$ cat src/rtl/bus_pkg.sv
// Shared encodings for the 68000 bus cycle sequencer.
// FSM states, region codes and address map constants.
package bus_pkg;

  typedef logic [2:0] region_t;

  localparam logic [2:0] ST_IDLE   = 3'd0;
  localparam logic [2:0] ST_DECODE = 3'd1;
  localparam logic [2:0] ST_WAIT   = 3'd2;
  localparam logic [2:0] ST_STEP   = 3'd3;
  localparam logic [2:0] ST_ACK    = 3'd4;
  localparam logic [2:0] ST_BERR   = 3'd5;

  localparam region_t RG_NONE  = 3'd0;
  localparam region_t RG_SRAM  = 3'd1;
  localparam region_t RG_PROM  = 3'd2;
  localparam region_t RG_IO    = 3'd3;
  localparam region_t RG_IACK  = 3'd4;
  localparam region_t RG_UNMAP = 3'd5;

  localparam logic [3:0] AREA_LOW  = 4'h0;
  localparam logic [3:0] AREA_IO   = 4'h1;
  localparam logic [3:0] AREA_PROM = 4'hF;
  localparam logic [2:0] FC_IACK   = 3'b111;

endpackage

$ cat src/rtl/bus_cycle_sequencer_if.sv
// CPU-side bus signals of the cycle sequencer.
// master = CPU/board side, slave = sequencer.
interface bus_cycle_sequencer_if;
  import bus_pkg::*;

  logic        AS_IN;
  logic        UDS_IN;
  logic        LDS_IN;
  logic        WR_IN;
  logic [23:0] ADDR_IN;
  logic [2:0]  MPU_STATUS_CODE_IN;
  logic        BOOTSTRAPPED_IN;
  logic        DEV_READY_IN;
  logic        STEPEN_IN;
  logic        STEP_IN;
  logic        DATA_ACK;
  logic        INT_AUTOVEC_ACK;
  logic        BUS_ERROR_ACK;
  region_t     CYCLE_REGION;
  logic        TIMEOUT_FLAG;

  modport master (
    output AS_IN, UDS_IN, LDS_IN, WR_IN, ADDR_IN,
    output MPU_STATUS_CODE_IN, BOOTSTRAPPED_IN,
    output DEV_READY_IN, STEPEN_IN, STEP_IN,
    input  DATA_ACK, INT_AUTOVEC_ACK, BUS_ERROR_ACK,
    input  CYCLE_REGION, TIMEOUT_FLAG
  );

  modport slave (
    input  AS_IN, UDS_IN, LDS_IN, WR_IN, ADDR_IN,
    input  MPU_STATUS_CODE_IN, BOOTSTRAPPED_IN,
    input  DEV_READY_IN, STEPEN_IN, STEP_IN,
    output DATA_ACK, INT_AUTOVEC_ACK, BUS_ERROR_ACK,
    output CYCLE_REGION, TIMEOUT_FLAG
  );

endinterface

$ cat src/rtl/bus_region_decoder.sv
// Combinational bus cycle classifier.
// Also usable by the chip-select logic.
module bus_region_decoder
  import bus_pkg::*;
(
  input  logic [23:0] addr,
  input  logic [2:0]  fc,
  input  logic        wr,
  input  logic        boot,
  output region_t     region
);

  logic       iack;
  logic [3:0] area;
  logic [2:0] lvl;
  logic       unused_a0;

  assign iack      = (fc == FC_IACK);
  assign area      = addr[23:20];
  assign lvl       = addr[3:1];
  assign unused_a0 = addr[0];

  // classify: IACK first, then by top address nibble
  always_comb begin
    region = RG_UNMAP;
    unique case (1'b1)
      iack:
        region = (lvl >= 3'd1 && lvl <= 3'd3)
               ? RG_IACK : RG_UNMAP;
      !iack && area == AREA_LOW:
        region = (boot | wr) ? RG_SRAM : RG_PROM;
      !iack && area == AREA_PROM:
        region = RG_PROM;
      !iack && area == AREA_IO:
        region = (addr[19:4] == 16'h0)
               ? RG_IO : RG_UNMAP;
      default:
        region = RG_UNMAP;
    endcase
  end

endmodule

$ cat src/rtl/bus_cycle_sequencer.sv
// 68000 bus cycle sequencer: classify, wait,
// single-step gate, then DTACK / AVEC / BERR.
module bus_cycle_sequencer
  import bus_pkg::*;
#(
  parameter int SRAM_WAIT      = 0,
  parameter int PROM_WAIT      = 2,
  parameter int IO_WAIT        = 1,
  parameter int TIMEOUT_CYCLES = 64,
  parameter int CNT_W          = 8
) (
  input logic CPUCLK_IN,
  input logic RESET_IN,
  bus_cycle_sequencer_if.slave bus
);

  localparam logic [CNT_W-1:0] TMO_LAST =
    CNT_W'(TIMEOUT_CYCLES - 1);
  localparam logic [CNT_W-1:0] CNT_ONE = CNT_W'(1);

  logic             strobe;
  logic [2:0]       state;
  region_t          region_d;
  region_t          region_q;
  logic [CNT_W-1:0] wcnt;
  logic [CNT_W-1:0] tcnt;
  logic [CNT_W-1:0] wload;
  logic             armed;
  logic             step_q;
  logic             step_edge;
  logic             tmo;
  logic             wait_done;
  logic             data_ack;
  logic             avec_ack;
  logic             berr_ack;
  logic             to_flag;

  assign strobe    = bus.AS_IN & (bus.UDS_IN | bus.LDS_IN);
  assign step_edge = bus.STEP_IN & ~step_q;
  assign tmo       = (tcnt == TMO_LAST);
  assign wait_done = (wcnt == '0) &&
                     (region_q != RG_IO || bus.DEV_READY_IN);

  bus_region_decoder u_dec (
    .addr   (bus.ADDR_IN),
    .fc     (bus.MPU_STATUS_CODE_IN),
    .wr     (bus.WR_IN),
    .boot   (bus.BOOTSTRAPPED_IN),
    .region (region_d)
  );

  // per-region wait count loaded in DECODE
  always_comb begin
    wload = '0;
    unique case (1'b1)
      region_d == RG_SRAM: wload = CNT_W'(SRAM_WAIT);
      region_d == RG_PROM: wload = CNT_W'(PROM_WAIT);
      region_d == RG_IO:   wload = CNT_W'(IO_WAIT);
      default:             wload = '0;
    endcase
  end

  // step button history for 0->1 edge detection
  always_ff @(negedge CPUCLK_IN or posedge RESET_IN) begin
    if (RESET_IN) step_q <= 1'b0;
    else          step_q <= bus.STEP_IN;
  end

  // cycle FSM, wait/timeout counters, registered acks
  always_ff @(negedge CPUCLK_IN or posedge RESET_IN) begin
    if (RESET_IN) begin
      state    <= ST_IDLE;
      region_q <= RG_NONE;
      wcnt     <= '0;
      tcnt     <= '0;
      armed    <= 1'b0;
      data_ack <= 1'b0;
      avec_ack <= 1'b0;
      berr_ack <= 1'b0;
      to_flag  <= 1'b0;
    end else begin
      case (state)
        ST_IDLE: begin
          region_q <= RG_NONE;
          if (!strobe) begin
            armed <= 1'b1;
          end else if (armed) begin
            armed <= 1'b0;
            tcnt  <= '0;
            state <= ST_DECODE;
          end
        end
        ST_DECODE: begin
          if (!strobe) begin
            state    <= ST_IDLE;
            region_q <= RG_NONE;
          end else begin
            region_q <= region_d;
            wcnt     <= wload;
            tcnt     <= tcnt + CNT_ONE;
            if (region_d == RG_UNMAP) begin
              state <= ST_BERR;
            end else if (tmo) begin
              state   <= ST_BERR;
              to_flag <= 1'b1;
            end else begin
              state <= ST_WAIT;
            end
          end
        end
        ST_WAIT: begin
          if (!strobe) begin
            state    <= ST_IDLE;
            region_q <= RG_NONE;
          end else if (tmo) begin
            state   <= ST_BERR;
            to_flag <= 1'b1;
          end else if (wait_done) begin
            if (bus.STEPEN_IN) begin
              state <= ST_STEP;
            end else begin
              state    <= ST_ACK;
              data_ack <= (region_q != RG_IACK);
              avec_ack <= (region_q == RG_IACK);
            end
          end else begin
            tcnt <= tcnt + CNT_ONE;
            if (wcnt != '0) wcnt <= wcnt - CNT_ONE;
          end
        end
        ST_STEP: begin
          if (!strobe) begin
            state    <= ST_IDLE;
            region_q <= RG_NONE;
          end else if (step_edge) begin
            state    <= ST_ACK;
            data_ack <= (region_q != RG_IACK);
            avec_ack <= (region_q == RG_IACK);
          end
        end
        ST_ACK: begin
          if (!strobe) begin
            data_ack <= 1'b0;
            avec_ack <= 1'b0;
            state    <= ST_IDLE;
            region_q <= RG_NONE;
          end
        end
        ST_BERR: begin
          if (strobe) begin
            berr_ack <= 1'b1;
          end else begin
            berr_ack <= 1'b0;
            state    <= ST_IDLE;
            region_q <= RG_NONE;
          end
        end
        default: begin
          state <= ST_IDLE;
        end
      endcase
    end
  end

  assign bus.DATA_ACK        = data_ack;
  assign bus.INT_AUTOVEC_ACK = avec_ack;
  assign bus.BUS_ERROR_ACK   = berr_ack;
  assign bus.CYCLE_REGION    = region_q;
  assign bus.TIMEOUT_FLAG    = to_flag;

endmodule

$ cat src/flat_wrapper.sv
// flat-port wrapper written by rule: the top's interface ports become plain ports
module bus_cycle_sequencer_flat import bus_pkg::*;
#(
  parameter int SRAM_WAIT      = 0,
  parameter int PROM_WAIT      = 2,
  parameter int IO_WAIT        = 1,
  parameter int TIMEOUT_CYCLES = 64,
  parameter int CNT_W          = 8
)
  (CPUCLK_IN, RESET_IN, bus_AS_IN, bus_UDS_IN, bus_LDS_IN, bus_WR_IN, bus_ADDR_IN, bus_MPU_STATUS_CODE_IN, bus_BOOTSTRAPPED_IN, bus_DEV_READY_IN, bus_STEPEN_IN, bus_STEP_IN, bus_DATA_ACK, bus_INT_AUTOVEC_ACK, bus_BUS_ERROR_ACK, bus_CYCLE_REGION, bus_TIMEOUT_FLAG);
  bus_cycle_sequencer_if bus_i ();
  input logic CPUCLK_IN;
  input logic RESET_IN;
  input wire logic [$bits(bus_i.AS_IN)-1:0] bus_AS_IN;
  input wire logic [$bits(bus_i.UDS_IN)-1:0] bus_UDS_IN;
  input wire logic [$bits(bus_i.LDS_IN)-1:0] bus_LDS_IN;
  input wire logic [$bits(bus_i.WR_IN)-1:0] bus_WR_IN;
  input wire logic [$bits(bus_i.ADDR_IN)-1:0] bus_ADDR_IN;
  input wire logic [$bits(bus_i.MPU_STATUS_CODE_IN)-1:0] bus_MPU_STATUS_CODE_IN;
  input wire logic [$bits(bus_i.BOOTSTRAPPED_IN)-1:0] bus_BOOTSTRAPPED_IN;
  input wire logic [$bits(bus_i.DEV_READY_IN)-1:0] bus_DEV_READY_IN;
  input wire logic [$bits(bus_i.STEPEN_IN)-1:0] bus_STEPEN_IN;
  input wire logic [$bits(bus_i.STEP_IN)-1:0] bus_STEP_IN;
  output wire logic [$bits(bus_i.DATA_ACK)-1:0] bus_DATA_ACK;
  output wire logic [$bits(bus_i.INT_AUTOVEC_ACK)-1:0] bus_INT_AUTOVEC_ACK;
  output wire logic [$bits(bus_i.BUS_ERROR_ACK)-1:0] bus_BUS_ERROR_ACK;
  output wire logic [$bits(bus_i.CYCLE_REGION)-1:0] bus_CYCLE_REGION;
  output wire logic [$bits(bus_i.TIMEOUT_FLAG)-1:0] bus_TIMEOUT_FLAG;
  assign bus_i.AS_IN = bus_AS_IN;
  assign bus_i.UDS_IN = bus_UDS_IN;
  assign bus_i.LDS_IN = bus_LDS_IN;
  assign bus_i.WR_IN = bus_WR_IN;
  assign bus_i.ADDR_IN = bus_ADDR_IN;
  assign bus_i.MPU_STATUS_CODE_IN = bus_MPU_STATUS_CODE_IN;
  assign bus_i.BOOTSTRAPPED_IN = bus_BOOTSTRAPPED_IN;
  assign bus_i.DEV_READY_IN = bus_DEV_READY_IN;
  assign bus_i.STEPEN_IN = bus_STEPEN_IN;
  assign bus_i.STEP_IN = bus_STEP_IN;
  assign bus_DATA_ACK = bus_i.DATA_ACK;
  assign bus_INT_AUTOVEC_ACK = bus_i.INT_AUTOVEC_ACK;
  assign bus_BUS_ERROR_ACK = bus_i.BUS_ERROR_ACK;
  assign bus_CYCLE_REGION = bus_i.CYCLE_REGION;
  assign bus_TIMEOUT_FLAG = bus_i.TIMEOUT_FLAG;
  bus_cycle_sequencer #(.SRAM_WAIT(SRAM_WAIT), .PROM_WAIT(PROM_WAIT), .IO_WAIT(IO_WAIT), .TIMEOUT_CYCLES(TIMEOUT_CYCLES), .CNT_W(CNT_W)) u_core (.CPUCLK_IN(CPUCLK_IN), .RESET_IN(RESET_IN), .bus(bus_i));
endmodule
$ cat config.mk
export PLATFORM = sky130hd
export DESIGN_NAME = bus_cycle_sequencer_flat
export DESIGN_NICKNAME = d
export VERILOG_FILES = /design/src/rtl/bus_pkg.sv /design/src/rtl/bus_cycle_sequencer_if.sv /design/src/rtl/bus_region_decoder.sv /design/src/rtl/bus_cycle_sequencer.sv /design/src/flat_wrapper.sv
export SDC_FILE = /design/constraint.sdc
export NUM_CORES = 1
export LEC_CHECK = 0
export ABC_AREA = 1
export CAP_MARGIN = 20
export CORE_ASPECT_RATIO = 0.5
export CORE_UTILIZATION = 47
export CTS_BUF_LIST = sky130_fd_sc_hd__clkbuf_4 sky130_fd_sc_hd__clkbuf_8 sky130_fd_sc_hd__clkbuf_16
export CTS_CLUSTER_DIAMETER = 50
export CTS_CLUSTER_SIZE = 28
export DETAILED_ROUTE_END_ITERATION = 12
export GPL_TIMING_DRIVEN = 0
export PLACE_DENSITY = 0.77
export SYNTH_ARGS = -nofsm -noshare
export SYNTH_HDL_FRONTEND = slang
export SYNTH_HIERARCHICAL = 1
export SYNTH_SLANG_ARGS = --single-unit
$ cat constraint.sdc
create_clock -name CPUCLK_IN -period 1.7 [get_ports CPUCLK_IN]
set_input_delay 0.255 -clock CPUCLK_IN [delete_from_list [all_inputs] [get_ports CPUCLK_IN]]
set_output_delay 0.255 -clock CPUCLK_IN [all_outputs]
set_load 0.1 [all_outputs]
* After elaboration in Yosys (flattened, before gate mapping)
Index checks and enable logic that the tools add are counted.
Widths: inputs -> output; s select.
** Word-level totals
- Bits in registers :: 28
- Input port bits :: 37
** Cells by class
- Add/sub/neg operators :: 2
- Order comparisons :: 2
- Eq/ne operators :: 32
- Mux-type cells :: 55
- Bitwise logic cells :: 5
- Reductions and logical operators :: 24
** Operators with widths (count)
- $mux 8 :: 11
- $mux 3 :: 14
- $pmux 8 s3 :: 1
- $mux 1 :: 20
- $logic_not 16->1 :: 1
- $ne 2x1->1 const B :: 8
- $pmux 8 s2 :: 1
- $eq 3x3->1 const B :: 5
- $pmux 3 s5 :: 1
- $ne 2x2->1 const B :: 7
- $eq 3x2->1 const B :: 4
- $pmux 3 s4 :: 1
- $pmux 3 s3 :: 1
- $reduce_bool 3->1 :: 3
- $add 8x1->8 const B :: 1
- $eq 8x6->1 const B :: 1
- $logic_not 8->1 :: 1
- $reduce_and 8->1 :: 1
- $reduce_bool 8->1 :: 1
- $sub 8x1->8 const B :: 1
- $reduce_and 7->1 :: 1
- $ne 3x3->1 const B :: 2
- $pmux 1 s3 :: 2
- $reduce_and 6->1 :: 1
- 24 further kinds :: 30

* Depth between registers and ports, before layout
Gate-level depths: netlist of run 1.
- Depth after elaboration :: 8
- Depth in mapped cells :: 13
- Depth with buffers taken out :: 13

* Cells and area by module
Netlist of run 1, hierarchy kept.
** Modules (own cells, without submodules)
- bus_cycle_sequencer :: times used 1, cells each 283, area an instance 1941.9 sq um
- bus_region_decoder :: times used 1, cells each 50, area an instance 214.0 sq um

==> results.json, run 1 <==
{
  "outcome": "complete, but fails checks",
  "violations": "setup timing",
  "drt_iter0_drc": 167,
  "setup_violations": 32,
  "clk_pin_slew_worst_paths_ns": 0.07,
  "ys_seq_area_share_pct": 32.5,
  "rsz0062_at_grt": "true",
  "ioPinCount": 44,
  "seqCellArea_sq_um": 701,
  "clk-insertion-delay-late_ns": 0.29,
  "synth_commonest_cells": "nand2_1 (109), nor2_1 (49), inv_1 (37)",
  "grt_util_all_layers_pct": 26.8,
  "grt_pass1_vias": 2472,
  "crit_chain": "buf_6, or2_4, nand2_2, nor2_1, nor2_1, nand2_2, nand3_2, nand2_2, nand2_2, nand3b_1, nand2_1, nand2_1",
  "cts_tree": "done",
  "slowest_delay_ns": 0.25,
  "grt_pass1_wl_um": 10500,
  "antenna_found_initial": 0,
  "finalClockSkew_ns": 0.00234,
  "crit_family": "simple AND/OR/NAND/NOR gates",
  "yosysTopAreaCell": "dfrtn_1",
  "yosys_warnings": 6,
  "syn_inst": 333,
  "critPathMostFrequentCell": "nand2_2",
  "worst_setup_path_start_kind": "input port",
  "syn_area_sq_um": 2160,
  "setup.worst_path.end_class": "register",
  "synth_edf_count": 0,
  "p_per_area_nw_per_um2": 1600,
  "hold_class": "register to register",
  "vias": 2540,
  "switchingPower_mw": 2.84,
  "ys_ff_latch": 28,
  "arrival_ns": 1.37,
  "drc": 0,
  "worstPathRequired_ns": 0.99,
  "root_buffer": "clkbuf_8",
  "multi_input_area_sq_um": 1580,
  "n_antenna_cell": 0,
  "comb_power_share_pct": 71.8,
  "die_height_um": 49.9,
  "cp_max_fo": 3,
  "htreeDepth": 1,
  "wl_per_cell_um": 14.1,
  "die_w_um": 97.8,
  "slew_viol_final": 0,
  "async_reset_ff_share_pct": 100,
  "synth_area_leaders": "dfrtn_1 (33%), nand2_1 (19%), nor2_1 (8.5%)",
  "clock-sinks": 28,
  "gp_congestion": 0.908,
  "pwr-share-seq_pct": 20.3,
  "cts_buffer_depth": 2,
  "grt-ovfl-total": 0,
  "die_area_sq_um": 4880,
  "p_sw_share_pct": 52.3,
  "max_cap_viol_count": 0,
  "syn_area_per_cell_sq_um": 6.47,
  "synth_top_area_share_pct": 32.5,
  "layout_setup_ws_ns": -0.374,
  "relSlewSlack_pct": 65.4,
  "path_buf_inv": 1,
  "synthToLayoutAreaGrowth_pct": 56.8,
  "hold_viol": 0,
  "dr.pass1.iters": 5,
  "cts_buffers": 3,
  "postCtsHoldBufs": 0,
  "start_util_pct": 52.0,
  "drive_gt1_share_pct": 42.3,
  "synth_nets": 372,
  "dp_slack_ns": -1.15,
  "p_int_mw": 2.59,
  "grt_max_degree": 19,
  "synth_ff_type": "dfrtn_1",
  "place.port_buffers": 42,
  "dp_hpwl_um": 3860,
  "finalSetupTns_ns": -6.78,
  "nFillCells": 257,
  "vias_per_cell": 5.46,
  "p_clk_share_pct": 7.9,
  "ys_types": 31,
  "num_rows": 16,
  "routed_wirelength_um": 6540,
  "yosysMostFrequentCell": "nand2_1",
  "leakagePower_nw": 1.73,
  "tightest_slew_ns": 0.518,
  "critPathSlowestCell": "or2_4",
  "critical_path_class": "input port to register",
  "irDropWorstVdd_v": 0.000719,
  "coreArea_sq_um": 4140,
  "detail-route-antenna-nets": 0,
  "power.total_mw": 5.43,
  "final_nets": 451
}
==> what timing repair did <==
item                                    in CTS  in global routing
resized for setup                          249                 32
pin swaps                                   56                 41
setup buffers                               23                  7
endpoints found under the setup margin      34                 32
gates cloned                                 2                  0
==> cell families after synthesis <==
kind of cell             after synthesis  share of synthesized area, %
adder cells (fa/ha/maj)                2                          1.16
AND/OR/NAND/NOR                      230                          49.9
XOR/XNOR                               2                         0.813
AO/OA/AOI/OAI                         24                          6.38
buffers and inverters                 47                          9.23
flip-flops                            28                          32.5
==> placed cells by master, fill, tap and decap left out, types with 7 or more instances in the layout <==
| cell type | n |
|---|---|
| nand2_1 | 79 |
| nand2_2 | 33 |
| inv_1 | 32 |
| nor2_1 | 31 |
| nand3_1 | 29 |
| dfrtn_1 | 28 |
| buf_4 | 19 |
| buf_2 | 17 |
| buf_6 | 17 |
| nor2_2 | 13 |
| nor2_4 | 12 |
| buf_12 | 10 |
| inv_2 | 10 |
| a21oi_1 | 7 |
| nand3_2 | 7 |
==> layout make-up <==
class | count | area share [%]
inverter | 44 | 5.11
timing repair buffer | 73 | 22.8
tap | 54 | 2.00
clock buffer | 4 | 1.63
multi-input combinational | 259 | 46.7
buffer | 3 | 1.11
sequential | 28 | 20.7
==> stage by stage <==
stage / util (%) / cells / hold slack [ns] / area, sq um
finish: 81.6 / 465 / 0.438 / 3380
CTS: 77.7 / 459 / 0.432 / 3220
global route: 81.6 / 465 / 0.470 / 3380
floorplan: - / 333 / 0.402 / 2220
global placement: 65.4 / 429 / 0.416 / 2710
detailed placement: 66.1 / 430 / 0.420 / 2740
==> state kept, by name (all words and copies together), names as in the netlist <==
register,count
u_core/tcnt,8
u_core/bus.BUS_ERROR_ACK,1
u_core/bus.DATA_ACK,1
u_core/bus.TIMEOUT_FLAG,1
u_core/wcnt,8
u_core/bus.INT_AUTOVEC_ACK,1
u_core/bus.CYCLE_REGION,3
u_core/state,3
u_core/step_q,1
u_core/armed,1
==> layer usage <==
metal,track usage [%],share of wire (%),vias up
li1,-,-,1216
met3,5.39,6.8,20
met4,8.84,2.1,0
met2,48.3,50,125
met1,32.4,41,1179
met5,0,0,-
==> final timing paths <==
| check | to | depth (start not counted) | slack, ns | startpoint |
|---|---|---|---|---|
| setup / recovery | u_core/state[0] | 12 | -0.37 | bus_BOOTSTRAPPED_IN |
| hold / removal | u_core/wcnt[1] | 2 | 0.44 | u_core/wcnt[1] |
| setup reg to reg | u_core/tcnt[4] | 10 | -0.09 | u_core/tcnt[1] |
| hold reg to reg | u_core/wcnt[1] | 2 | 0.44 | u_core/wcnt[1] |
| max in group asynchronous | u_core/tcnt[3] | 3 | 0.16 | RESET_IN |
| min in group asynchronous | u_core/bus.TIMEOUT_FLAG | 2 | 1.04 | RESET_IN |
==> worst min-delay path, delay by kind of cell, from the launching register on <==
family        cells  cell delay (ns)
flops             1             0.42
simple gates      2             0.11
==> power by group through the flow <==
stage,Sequential (mW),Combinational [mW],Clock [mW]
finish,1.10,3.89,0.429
global route,1.13,4.18,0.471
CTS,1.08,3.56,0.438
detailed placement,1.07,2.71,0
global placement,1.06,2.63,0
floorplan,1.40,1.78,0
Note: power is estimated with default switching activity, not from simulation.
==> run 2, diff against run 1 <==
--- a/config.mk
+++ b/config.mk
@@ -6,7 +6,6 @@
 export NUM_CORES = 1
 export LEC_CHECK = 0
 export ABC_AREA = 1
-export CAP_MARGIN = 20
 export CORE_ASPECT_RATIO = 0.5
 export CORE_UTILIZATION = 47
 export CTS_BUF_LIST = sky130_fd_sc_hd__clkbuf_4 sky130_fd_sc_hd__clkbuf_8 sky130_fd_sc_hd__clkbuf_16
==> constraint.sdc (replaced) <==
create_clock -name CPUCLK_IN -period 1.9 [get_ports CPUCLK_IN]
set_input_delay 0.285 -clock CPUCLK_IN [delete_from_list [all_inputs] [get_ports CPUCLK_IN]]
set_output_delay 0.285 -clock CPUCLK_IN [all_outputs]
set_load 0.1 [all_outputs]
==> run 2 against run 1 <==
Net effect: the run still ends with setup timing left; die area unchanged; non-clock buffer count down 5; utilization decreased by 2.2 points; first-iteration DRC count shrank 8.4%; sequential share of layout area is 0.57 points higher; setup slack lost 0.096 ns; critical path depth stayed put; combinational power down 13%; via count increased by 1.6%; sequential power decreased by 9.8%; global-route usage increased by 0.97 points; largest power group unchanged.
==> results.json, run 2 (synthesized netlist as in run 1, its figures left out) <==
{
  "worst_setup_path_start_kind": "input port",
  "slowest_delay_ns": 0.23,
  "slew_viol_final": 0,
  "comb_power_share_pct": 70.9,
  "final_common_cell": "nand2_1",
  "switchingPower_mw": 2.60,
  "n_antenna_cell": 0,
  "layout_setup_ws_ns": -0.469,
  "detail-route-antenna-nets": 0,
  "multi_input_area_sq_um": 1570,
  "final_cells": 460,
  "finish.instance_area_sq_um": 3290,
  "setup.worst_path.end_class": "register",
  "path_buf_inv": 1,
  "p_clk_share_pct": 8.4,
  "critical_path_class": "input port to register",
  "timing.rr.start": "u_core/tcnt[1]",
  "irDropWorstVdd_v": 0.000629,
  "mostFrequentLayoutCells": "nand2_1 (79), nor2_1 (34), nand2_2 (34), inv_1 (32)",
  "largestRegisters": "u_core/tcnt (8), u_core/wcnt (8)",
  "tightest_slew_ns": 0.636,
  "die_w_um": 97.8,
  "hold_depth": 2,
  "worstPathRequired_ns": 1.10,
  "clk-insertion-delay-late_ns": 0.30,
  "leakagePower_nw": 1.68,
  "crit_family": "simple AND/OR/NAND/NOR gates",
  "crit_chain": "buf_6, or2_1, nand2_1, nor2_1, nor2_1, nand2_2, nand3_2, nand2_2, nand2_2, nand3b_1, nand2_1, nand2_1",
  "dp_cells": 429,
  "pwr-share-seq_pct": 20.8,
  "p_int_mw": 2.18,
  "nFillCells": 283,
  "die_height_um": 49.9,
  "clk_pin_slew_worst_paths_ns": 0.07,
  "p_per_area_nw_per_um2": 1450,
  "hold_viol": 0,
  "root_buffer": "clkbuf_8",
  "cts_buffer_depth": 2,
  "rsz0062_at_grt": "true",
  "ioPinCount": 44,
  "num_rows": 16,
  "place.port_buffers": 42,
  "relSlewSlack_pct": 57.5,
  "grt_pass1_vias": 2461,
  "final_nets": 446,
  "die_area_sq_um": 4880,
  "vias_per_cell": 5.61,
  "outcome": "complete, but fails checks",
  "cp_max_fo": 3,
  "antenna_found_initial": 0,
  "coreArea_sq_um": 4140,
  "placed_area_sq_um": 2710,
  "dp_hpwl_um": 3980,
  "start_util_pct": 52.0,
  "drt_iter0_drc": 153,
  "violations": "setup timing",
  "grt_util_all_layers_pct": 27.8,
  "gp_congestion": 0.916,
  "p_sw_share_pct": 54.4,
  "hold_end": "u_core/wcnt[1]",
  "critPathSlowestCell": "or2_1",
  "r2r_end": "u_core/wcnt[0]",
  "cts_tree": "done",
  "finalClockSkew_ns": 0.00431,
  "hold_class": "register to register",
  "reg2reg_setup_slack_ns": -0.03,
  "drive_gt1_share_pct": 40.4,
  "clock-sinks": 28,
  "seqCellArea_sq_um": 701,
  "reg2regPathDepth": 10,
  "grt_pass1_wl_um": 10800,
  "grt-ovfl-total": 0,
  "dr.pass1.iters": 5,
  "routed_wirelength_um": 7160,
  "vias": 2581,
  "grt_max_degree": 29,
  "cts_buffers": 3,
  "arrival_ns": 1.57,
  "max_cap_viol_count": 0,
  "wl_per_cell_um": 15.6,
  "htreeDepth": 1,
  "synthToLayoutAreaGrowth_pct": 52.6,
  "hold_start": "u_core/wcnt[1]",
  "drc": 0,
  "postCtsHoldBufs": 0,
  "setup_violations": 32
}
-- run 2: layout make-up --
class	instances	share of cell area, %
buffer	3	1.14
clock buffer	4	1.67
inverter	44	5.36
multi-input combinational	259	47.6
sequential	28	21.3
tap	54	2.05
timing repair buffer	68	20.9
-- run 2: worst max-delay path by stage --
stage,start,endpoint,cells past startpoint
final,bus_WR_IN,u_core/state[0],12
after detailed placement,bus_AS_IN,u_core/tcnt[6],10
after global placement,bus_AS_IN,u_core/tcnt[4],10
after global routing,bus_WR_IN,u_core/state[0],12
after floorplan,bus_BOOTSTRAPPED_IN,u_core/state[0],11
after CTS,u_core/bus.CYCLE_REGION[2],bus_CYCLE_REGION[2],1
-- run 2: metal layers --
metal	wire, um	GRT usage (%)
met1	2830	32.1
met2	3430	51.2
met3	582	5.39
met4	311	11.4
met5	0	0
-- run 2: timing repair --
| action | in CTS | in global routing |
|---|---|---|
| setup endpoints to repair | 62 | 32 |
| pin swaps | 54 | 31 |
| buffers inserted | 21 | 4 |
| gates cloned | 2 | 0 |
| resized for setup | 245 | 25 |
-- run 2: worst register-to-register path, stage by stage, from the launching register on --
cell and delay, ns:
dfrtn_1 0.45, ha_1 0.20, nand3_1 0.17, inv_1 0.16, nand2_2 0.15, nand2_2 0.13, nand2_4 0.10, buf_4 0.16
buf_8 0.12, nand3_1 0.09, nand2_1 0.06
-- run 2: through the flow --
| stage | utilization (%) | hold slack [ns] | power, mW | TNS (ns) | setup slack, ns |
|---|---|---|---|---|---|
| after global routing | 79.4 | 0.452 | 5.04 | -7.29 | -0.491 |
| after floorplan | - | 0.402 | 2.84 | -7.40 | -0.341 |
| after CTS | 76.4 | 0.430 | 4.49 | -3.98 | -0.313 |
| after detailed placement | 65.4 | 0.426 | 3.39 | -46.96 | -1.10 |
| after global placement | 65.4 | 0.416 | 3.30 | -44.63 | -1.05 |
| final | 79.4 | 0.432 | 4.78 | -5.77 | -0.469 |
-- run 2: power groups by stage --
stage | clock, mW | combinational [mW] | sequential (mW)
floorplan | 0 | 1.59 | 1.25
global placement | 0 | 2.36 | 0.944
detailed placement | 0 | 2.43 | 0.961
CTS | 0.402 | 3.11 | 0.972
global route | 0.421 | 3.61 | 1.01
finish | 0.399 | 3.39 | 0.992
==> run 3, diff against run 2 <==
--- a/config.mk
+++ b/config.mk
@@ -18,3 +18,4 @@
 export SYNTH_HDL_FRONTEND = slang
 export SYNTH_HIERARCHICAL = 1
 export SYNTH_SLANG_ARGS = --single-unit
+export TNS_END_PERCENT = 1
==> run 3 against run 2 <==
Net effect: the flow still finishes with violations (setup timing); global-route usage decreased by 3.3 points; clock-buffer cell count decreased by 1; sequential share of layout area rose by 2.2 points; routed wire length fell by 20%; register-to-register slack better by 0.11 ns; largest cell class unchanged; cell count decreased by 3.0%.
==> results.json, run 3 (synthesized netlist as in run 1, its figures left out) <==
{
  "cp_max_fo": 6,
  "synthToLayoutAreaGrowth_pct": 38.4,
  "outcome": "complete, but fails checks",
  "grt-ovfl-total": 0,
  "max_cap_viol_count": 0,
  "critPathSlowestCell": "and2_4",
  "routed_wirelength_um": 5750,
  "gp_congestion": 0.855,
  "relSlewSlack_pct": 58.2,
  "die_height_um": 49.9,
  "drt_iter0_drc": 77,
  "crit_family": "simple AND/OR/NAND/NOR gates",
  "rsz0062_at_grt": "true",
  "p_per_area_nw_per_um2": 1400,
  "dp_hpwl_um": 3920,
  "arrival_ns": 1.43,
  "finalClockSkew_ns": 0.00497,
  "tightest_slew_ns": 0.626,
  "root_buffer": "clkbuf_8",
  "finalSetupTns_ns": -7.71,
  "slowest_delay_ns": 0.19,
  "finish.instance_area_sq_um": 2980,
  "hold_class": "register to register",
  "final_nets": 432,
  "vias_per_cell": 5.13,
  "setup.worst_path.end_class": "register",
  "cts_buffers": 3,
  "clock-sinks": 28,
  "largestRegisters": "u_core/tcnt (8), u_core/wcnt (8)",
  "coreArea_sq_um": 4140,
  "dr.pass1.iters": 5,
  "drive_gt1_share_pct": 31.1,
  "die_area_sq_um": 4880,
  "ioPinCount": 44,
  "clk_pin_slew_worst_paths_ns": 0.07,
  "place.port_buffers": 42,
  "htreeDepth": 1,
  "critical_path_class": "input port to register",
  "start_util_pct": 52.0,
  "crit_chain": "buf_2, nand3_4, and2_4, nor2_4, nand2_2, inv_2, nand3_4, nand2_4, buf_4, o21ai_1, nand2_1, nand2_1",
  "num_rows": 16,
  "slew_viol_final": 0,
  "worstPathRequired_ns": 1.09,
  "grt_util_all_layers_pct": 24.5,
  "irDropWorstVdd_v": 0.000586,
  "nFillCells": 331,
  "cts_tree": "done",
  "n_antenna_cell": 0,
  "final_common_cell": "nand2_1",
  "grt_pass1_wl_um": 9550,
  "setup_violations": 32,
  "die_w_um": 97.8,
  "detail-route-antenna-nets": 0,
  "drc": 0,
  "mostFrequentLayoutCells": "nand2_1 (94), nor2_1 (39), inv_1 (33), nand3_1 (32), dfrtn_1 (28)",
  "hold_viol": 0,
  "cts_buffer_depth": 2,
  "wl_per_cell_um": 12.9,
  "layout_setup_ws_ns": -0.335,
  "placed_area_sq_um": 2650,
  "clk-insertion-delay-late_ns": 0.29,
  "path_buf_inv": 3,
  "worst_setup_path_start_kind": "input port",
  "grt_pass1_vias": 2180,
  "antenna_found_initial": 0,
  "vias": 2290,
  "grt_max_degree": 29,
  "leakagePower_nw": 1.59,
  "postCtsHoldBufs": 0,
  "violations": "setup timing"
}
[run 3: final timing paths]
kind / start / endpoint / slack, ns / cells past startpoint
max: bus_MPU_STATUS_CODE_IN[2] / u_core/state[1] / -0.33 / 12
min in group asynchronous: RESET_IN / u_core/bus.DATA_ACK / 1.30 / 2
max reg2reg: u_core/tcnt[0] / u_core/wcnt[0] / 0.08 / 9
min: u_core/wcnt[1] / u_core/wcnt[1] / 0.45 / 2
max in group asynchronous: RESET_IN / u_core/state[1] / 0.21 / 2
min reg2reg: u_core/wcnt[1] / u_core/wcnt[1] / 0.45 / 2
[run 3: routing by layer]
layer / track usage, % / wire length, um / up-vias
met5: 0 / 0 / -
met4: 5.05 / 63 / 0
met3: 4.40 / 238 / 6
met2: 44.6 / 2780 / 71
met1: 30.6 / 2660 / 1047
li1: - / - / 1166
[run 3: area by class of cell]
| type | count | area [sq um] | share of cell area [%] |
|---|---|---|---|
| multi-input combinational | 258 | 1420 | 47.6 |
| sequential | 28 | 701 | 23.5 |
| timing repair buffer | 55 | 520 | 17.4 |
| inverter | 44 | 169 | 5.66 |
| tap | 54 | 67.6 | 2.26 |
| clock buffer | 3 | 41.3 | 1.38 |
| buffer | 3 | 33.8 | 1.13 |
| clock inverter | 1 | 30.0 | 1.01 |
[run 3: worst register-to-register path: stages (launching register included)]
cell,delay [ns]
dfrtn_1,0.49
ha_1,0.21
nand3_1,0.16
inv_1,0.16
nand2_2,0.16
nand2_2,0.13
nand2_4,0.10
buf_6,0.15
nand3_1,0.07
nand2_1,0.05
[run 3: where the power goes]
group / switching, mW / internal [mW]
Clock: 0.200 / 0.282
Combinational: 1.76 / 0.958
Sequential: 0.189 / 0.781
[run 3: per-stage QoR]
| stage | cells | setup WS, ns | total power, mW | util, % | hold WS, ns |
|---|---|---|---|---|---|
| global placement | 429 | -1.03 | 3.25 | 63.9 | 0.416 |
| finish | 446 | -0.335 | 4.17 | 72.0 | 0.449 |
| detailed placement | 429 | -1.08 | 3.32 | 63.9 | 0.420 |
| CTS | 444 | -0.300 | 4.11 | 70.9 | 0.441 |
| floorplan | 333 | -0.343 | 2.79 | - | 0.402 |
| global route | 446 | -0.385 | 4.52 | 72.0 | 0.474 |
[run 3: repair_timing]
item                                    CTS  global route
resized for setup                       188            37
cloned                                    1             0
pin swaps                                56            39
setup buffers                            10             2
endpoints found under the setup margin   62            32
